$ cat src/rtl/inst_fetch_buffer.sv
// Instruction fetch buffer: circular queue feeding two parallel ID decoders.
// Optional fetch-address-error tagging is enabled with `define IFB_ADEF_EN.
module inst_fetch_buffer #(
    parameter  int DEPTH = 8,
    localparam int PTR_W = $clog2(DEPTH)
) (
    input  logic        clk,
    input  logic        rst,
    input  logic        flush,
    input  logic        i_valid,
    input  logic [31:0] i_pc,
    input  logic [31:0] i_inst0,
    input  logic [31:0] i_inst1,
    input  logic        i_inst1_valid,
    output logic        o_ready,
    output logic [31:0] IF_IR0,
    output logic [31:0] PC0,
    output logic        data_valid0,
    output logic [31:0] IF_IR1,
    output logic [31:0] PC1,
    output logic        data_valid1,
`ifdef IFB_ADEF_EN
    output logic        o_adef0,
    output logic        o_adef1,
`endif
    input  logic        deq0,
    input  logic        deq1
);

    localparam logic [PTR_W:0] DEPTH_C = (PTR_W+1)'(DEPTH);
    localparam logic [PTR_W:0] ONE_C   = (PTR_W+1)'(1);
    localparam logic [PTR_W:0] TWO_C   = (PTR_W+1)'(2);

    logic [31:0]      mem_inst [DEPTH];
    logic [31:0]      mem_pc   [DEPTH];
`ifdef IFB_ADEF_EN
    logic             mem_adef [DEPTH];
`endif

    logic [PTR_W-1:0] head;
    logic [PTR_W-1:0] tail;
    logic [PTR_W:0]   count;

    logic [PTR_W-1:0] head_p1;
    logic [PTR_W-1:0] tail_p1;
    logic             enq;
    logic [PTR_W:0]   enq_n;
    logic [PTR_W:0]   deq_n;

    assign head_p1 = head + 1'b1;
    assign tail_p1 = tail + 1'b1;

    // Readiness and validity depend only on the registered count.
    assign o_ready     = (DEPTH_C - count) >= TWO_C;
    assign data_valid0 = count >= ONE_C;
    assign data_valid1 = count >= TWO_C;

    assign IF_IR0 = mem_inst[head];
    assign PC0    = mem_pc[head];
    assign IF_IR1 = mem_inst[head_p1];
    assign PC1    = mem_pc[head_p1];
`ifdef IFB_ADEF_EN
    assign o_adef0 = mem_adef[head];
    assign o_adef1 = mem_adef[head_p1];
`endif

    // Work out how many entries enter and leave this cycle.
    always_comb begin
        enq   = i_valid & o_ready & ~flush;
        enq_n = '0;
        deq_n = '0;
        if (enq) begin
            enq_n = i_inst1_valid ? TWO_C : ONE_C;
        end
        if (deq0 && data_valid0) begin
            deq_n = (deq1 && data_valid1) ? TWO_C : ONE_C;
        end
    end

    // Pointer and occupancy state; flush wins over enqueue and dequeue.
    always_ff @(posedge clk or posedge rst) begin
        if (rst) begin
            head  <= '0;
            tail  <= '0;
            count <= '0;
        end else if (flush) begin
            head  <= '0;
            tail  <= '0;
            count <= '0;
        end else begin
            head  <= head + deq_n[PTR_W-1:0];
            tail  <= tail + enq_n[PTR_W-1:0];
            count <= count + enq_n - deq_n;
        end
    end

    // Entry storage; a pair may straddle the last index and index 0.
    always_ff @(posedge clk) begin
        if (enq) begin
            mem_inst[tail] <= i_inst0;
            mem_pc[tail]   <= i_pc;
`ifdef IFB_ADEF_EN
            mem_adef[tail] <= i_pc[1:0] != 2'b00;
`endif
            if (i_inst1_valid) begin
                mem_inst[tail_p1] <= i_inst1;
                mem_pc[tail_p1]   <= i_pc + 32'd4;
`ifdef IFB_ADEF_EN
                mem_adef[tail_p1] <= i_pc[1:0] != 2'b00;
`endif
            end
        end
    end

    a_deq1_needs_deq0 : assert property (
        @(posedge clk) disable iff (rst) !(deq1 && !deq0)
    );

endmodule

$ cat config.mk
export PLATFORM = sky130hd
export DESIGN_NAME = inst_fetch_buffer
export DESIGN_NICKNAME = d
export VERILOG_FILES = /design/src/rtl/inst_fetch_buffer.sv
export SDC_FILE = /design/constraint.sdc
export NUM_CORES = 1
export LEC_CHECK = 0
export CORE_MARGIN = 2
export CORE_UTILIZATION = 64
export CTS_BUF_LIST = sky130_fd_sc_hd__clkbuf_16
export CTS_CLUSTER_DIAMETER = 40
export DETAILED_ROUTE_END_ITERATION = 8
export PLACE_DENSITY = 0.91
export SYNTH_ARGS = -nofsm -noshare
export SYNTH_HDL_FRONTEND = slang
export SYNTH_SLANG_ARGS = --single-unit
$ cat constraint.sdc
create_clock -name clk -period 17.8 [get_ports clk]
set_input_delay 3.56 -clock clk [delete_from_list [all_inputs] [get_ports clk]]
set_output_delay 3.56 -clock clk [all_outputs]
set_load 0.01 [all_outputs]
==> flow_summary.yaml, run 1 <==
synthesis:
  ys_seq_area_share_pct: 50.5
  synth_area_sq_um: 31000
  syn_inst: 2568
  synth-edff-count: 512
  yosys_warnings: 0
  synthTopCellsByArea: "edfxtp_1 50%, mux4_2 19%, nand2_1 11%"
  synth_area_per_cell_sq_um: 12.1
  yosys.area.top_type_share_pct: 49.7
  yosys.area.top_type: "edfxtp_1"
  ys_types: 39
  ys.flop_type: "edfxtp_1"
  synthesis.nets: 2688
  async_flop_share_pct: 1.92
  ys_ff_latch: 522
drt:
  wl_per_cell_um: 28.3
  antenna_left: 0
  vias_per_cell: 6.89
  drc: 0
  drt-initial-drc-count: 3394
  dr.pass1.iters: 6
  wl_um: 94500
  via_count: 23000
clock_tree:
  post-cts-setup-buffer-count: 0
  hold_buffers: 0
  post_cts_resized: 0
  tritoncts: "done"
  cts_buffer_depth: 3
  numCtsBuffers: 68
  path_clk_slew_ns: 0.05
  clock-sinks: 522
  cts_root_buf: "clkbuf_16"
  clk_latency_ns: 0.61
  cts_max_level: 3
die:
  rows: 80
  die-height_um: 224
  die_area_sq_um: 50100
  ios: 234
  fp.dieW_um: 224
  coreArea_sq_um: 47700
  initial_core_util_pct: 64.8
placement:
  place_area_sq_um: 33400
  finalWeightedCongestion: 0.818
  place_hpwl_um: 52800
  portBuffers: 233
hold_path:
  holdCritPathClass: "flip-flop to flip-flop"
  hold_start: "tail[2]$_DFF_PP0_"
sta:
  fin_crit_ns: 8.61
  slew_headroom_pct: 19.2
  final_max_slew_viol_count: 0
  finalCritPeriodShare_pct: 48.4
  setup_viol: 0
  fin_skew_ns: 0.0326
  grt_setup_unrepaired: "false"
  timing_hold_violations_final: 0
  fmax_ghz: 0.116
  max_slew.worst_pin.slew_ns: 1.21
  tns_ns: 0
run_status:
  status: "completed"
flow_run:
  drv_cap: 0
pwr:
  power_density_nw_per_um2: 144
  p_seq_share_pct: 30.0
  p_leak_nw: 12.4
  peakVddDrop_uv: 161
  power_mw: 5.12
  p_sw_share_pct: 32.6
  p_clk_share_pct: 26.5
  p_int_mw: 3.45
  p_switching_mw: 1.67
  combPwrFrac_pct: 43.5
setup_path:
  critPathMaxFanout: 64
  cp-startpoint: "head[0]$_DFF_PP0_"
  cp_data_arrival_time_ns: 5.05
  path_class: "flip-flop to output port"
  worstReg2RegStart: "count[2]$_DFF_PP0_"
  cp.required_ns: 14.24
  path_common_cell: "buf_4"
  critPathLaunchType: "flip-flop"
  crit_chain: "buf_4 > buf_4 > mux4_2 > mux2_2 > clkdlybuf4s50_1"
  cpMaxStageDelayCell: "dfrtp_4"
  critPathMaxStageDelay_ns: 1.11
  cp-end-kind: "output port"
global_route:
  overflow: 0
  grt_pass1_wl_um: 141000
  grt_usage_pct: 38.1
  grt_antenna_before_repair: 11
  grt_max_degree: 73
  grt_pass1_vias: 23900
final_layout:
  mostFrequentLayoutCells: "934 x nand2_1, 512 x edfxtp_1, 256 x mux4_2"
  syn2layout_area_growth_pct: 15.1
  utilization_pct: 74.6
  final_common_cell: "nand2_1"
  drive_above_1_share_pct: 21.2
  finalNetCount: 2780
  stdcell_area_sq_um: 35600
==> metal layers <==
layer / part of all wire (%) / track usage, %
met1: 30 / 46.5
met2: 47 / 60.0
met3: 16 / 11.3
met4: 7.1 / 24.6
met5: 0.050 / 0
==> power groups by stage <==
stage               Clock [mW]  Sequential (mW)  Combinational (mW)
global route              1.41             1.55                2.32
finish                    1.36             1.54                2.23
global placement             0             1.55                2.11
floorplan                    0             1.50                1.41
detailed placement           0             1.56                2.18
CTS                       1.36             1.53                2.20
==> logic make-up after synthesis <==
logic type                 synth area share, %
xor gates and xnor gates                  6.79
buffers and inverters                     4.17
and+or+nand+nor                           14.3
muxes                                     23.3
AOI/OAI and AO/OA                        0.243
adders and majority gates                0.784
DFF                                       50.5
==> Yosys cell counts, types with 4 or more instances <==
cell type    n
nor3_2       9
nor2_1     109
mux4_2     256
mux2_2     128
nor4_1       5
ha_1        13
inv_1       15
buf_2       92
nand2_1    934
clkbuf_1   114
xnor2_1    148
buf_6       15
o21ai_0      7
nand4_1      8
nand3_1     14
buf_4        8
or3_1       10
nor3_1       4
xor2_1      92
buf_1       30
fa_1         4
edfxtp_1   512
dfrtp_1     10
nor2b_1      5
and3_1       4
==> registers in the layout, indices dropped and copies added (netlist names) <==
name / flops
count: 4
head: 3
mem_inst: 256
mem_pc: 256
tail: 3
==> path summary, 6_finish.rpt <==
kind / to / slack [ns] / depth (start not counted)
max reg2reg: mem_pc[2][20]$_DFFE_PP_ / 13.69 / 5
min reg2reg: tail[2]$_DFF_PP0_ / 0.68 / 2
min in group asynchronous: head[2]$_DFF_PP0_ / 3.41 / 2
max in group asynchronous: head[0]$_DFF_PP0_ / 14.04 / 2
min: tail[2]$_DFF_PP0_ / 0.68 / 2
max: IF_IR1[17] / 9.19 / 5
==> layout make-up <==
class | instances | area, sq um
Sequential cell | 522 | 15600
Multi-Input combinational cell | 1771 | 14200
Fill cell | 2624 | 12100
Timing Repair Buffer | 281 | 2690
Clock buffer | 70 | 1750
Tap cell | 615 | 769
Clock inverter | 52 | 474
Inverter | 16 | 60.1
Antenna cell | 7 | 17.5
==> per-stage QoR <==
| stage | instances | setup slack (ns) | hold slack [ns] |
|---|---|---|---|
| after CTS | 3327 | 9.15 | 0.673 |
| after global placement | 3205 | 9.96 | 0.630 |
| after floorplan | 2568 | 8.42 | 0.591 |
| after detailed placement | 3205 | 9.78 | 0.658 |
| final | 3334 | 9.19 | 0.679 |
| after global routing | 3334 | 8.84 | 0.715 |
==> worst max-delay path, delay by kind of cell (launching register included) <==
family | cells | cell delay [ns]
multiplexers | 2 | 0.89
flip-flops | 1 | 1.11
buffers and inverters | 3 | 2.43
(Power assumes the default switching activity.)
==> run 2: changes to the inputs <==
Settings changed: CORE_UTILIZATION 64 to 60, PLACE_DENSITY 0.91 to 0.87.
Clock period 17.8 ns to 8.9 ns, I/O delays scaled along.
==> flow_summary.yaml, run 2 (synthesis gave the netlist of run 1 again) <==
global_route:
  grt_antenna_before_repair: 9
  grt_max_degree: 169
  overflow: 0
  grt_pass1_wl_um: 140000
  grt_usage_pct: 35.2
  grt_pass1_vias: 23900
final_layout:
  mostFrequentLayoutCells: "934 x nand2_1, 512 x edfxtp_1, 256 x mux4_2"
  drive_above_1_share_pct: 21.7
  finalNetCount: 2793
  syn2layout_area_growth_pct: 16.7
  largestRegisters: "mem_inst: 256 flops, mem_pc: 256 flops, count: 4 flops"
  instances_no_fill: 3426
  final_common_cell: "nand2_1"
setup_path:
  rr_worst_depth: 5
  worstReg2RegStart: "count[2]$_DFF_PP0_"
  cp-end-kind: "output port"
  rrSetupSlack_ns: 5.02
  endpoint: "PC1[24]"
  path_class: "flip-flop to output port"
  cp.required_ns: 7.12
  cp-startpoint: "head[1]$_DFF_PP0_"
  rr_endpoint: "mem_inst[3][23]$_DFFE_PP_"
  critPathLaunchType: "flip-flop"
  critPathMaxFanout: 54
  cp_data_arrival_time_ns: 4.51
clock_tree:
  cts_buffer_depth: 3
  tritoncts: "done"
  hold_buffers: 0
  clk_latency_ns: 0.61
  post_cts_resized: 0
  cts_root_buf: "clkbuf_16"
  cts_max_level: 3
  numCtsBuffers: 81
  path_clk_slew_ns: 0.05
  clock-sinks: 522
  post-cts-setup-buffer-count: 0
die:
  ios: 234
  initial_core_util_pct: 60.5
  fp.dieW_um: 231
  coreArea_sq_um: 51200
  die-height_um: 231
  rows: 83
  die_area_sq_um: 53400
sta:
  fmax_ghz: 0.159
  worst_slack_ns: 2.61
  max_slew.worst_pin.slew_ns: 1.34
  fin_skew_ns: 0.0242
  tns_ns: 0
  finalCritPeriodShare_pct: 70.7
  final_max_slew_viol_count: 0
  slew_headroom_pct: 10.5
  setup_viol: 0
  timing_hold_violations_final: 0
  fin_crit_ns: 6.29
  grt_setup_unrepaired: "false"
pwr:
  peakVddDrop_uv: 424
  power_density_nw_per_um2: 293
  p_leak_nw: 12.6
placement:
  post-place-ws_ns: 3.28
  place_hpwl_um: 53400
  finalWeightedCongestion: 0.834
  portBuffers: 233
  dp_cells: 3270
flow_run:
  drv_cap: 0
drt:
  drt-initial-drc-count: 3112
  wl_per_cell_um: 27.1
  drc: 0
  antenna_left: 0
  wl_um: 92800
  via_count: 22900
  vias_per_cell: 6.68
  dr.pass1.iters: 5
run_status:
  status: "completed"
hold_path:
  holdCritPathClass: "flip-flop to flip-flop"
run 2: cell types whose count changed in the layout (fill, tap and decap cells not counted), sizes merged:
cell and delta:
inv +7, clkinv +4, clkbuf +12, clkinvlp +4
run 2: per-stage QoR:
| stage | util, % | area [sq um] | power, mW | hold slack [ns] |
|---|---|---|---|---|
| finish | 70.6 | 36100 | 10.6 | 0.695 |
| global route | 70.6 | 36100 | 10.9 | 0.726 |
| CTS | 70.5 | 36100 | 10.6 | 0.685 |
| detailed placement | 65.4 | 33500 | 7.49 | 0.651 |
| global placement | 65.4 | 33500 | 7.39 | 0.633 |
| floorplan | - | 31000 | 5.81 | 0.591 |
run 2: layout make-up:
class                      instances  area [sq um]
tap                              680           851
clock buffer                      82          2050
antenna                            7          17.5
inverter                          16          60.1
sequential                       522         15600
multi-input combinational       1771         14200
timing repair buffer             281          2710
fill                            3171         15100
clock inverter                    67           578
run 2: metal layers:
layer,share of wire [%],track usage [%]
met1,33,43.7
met5,0.034,0
met3,13,8.24
met4,6.0,22.4
met2,48,56.1
run 2: how the worst min path moves through the flow:
stage | start | depth (start not counted) | to
final | tail[2]$_DFF_PP0_ | 2 | tail[2]$_DFF_PP0_
after global placement | tail[2]$_DFF_PP0_ | 2 | tail[2]$_DFF_PP0_
after global routing | tail[2]$_DFF_PP0_ | 2 | tail[2]$_DFF_PP0_
after floorplan | tail[2]$_DFF_PP0_ | 2 | tail[2]$_DFF_PP0_
after CTS | tail[2]$_DFF_PP0_ | 2 | tail[2]$_DFF_PP0_
after detailed placement | tail[2]$_DFF_PP0_ | 2 | tail[2]$_DFF_PP0_
run 2: critical path, stage by stage, from the launching register on:
cell and delay (ns):
dfrtp_4 1.02, ha_4 0.75, buf_4 0.80, mux4_2 0.42, mux2_2 0.34, clkdlybuf4s50_1 0.50
run 2: where the power goes:
| group | leakage [nW] | total [mW] | switching (mW) | internal [mW] |
|---|---|---|---|---|
| combinational | 6.57 | 4.47 | 2.05 | 2.42 |
| clock | 1.31 | 3.09 | 1.23 | 1.85 |
| sequential | 4.76 | 3.04 | 0.159 | 2.88 |
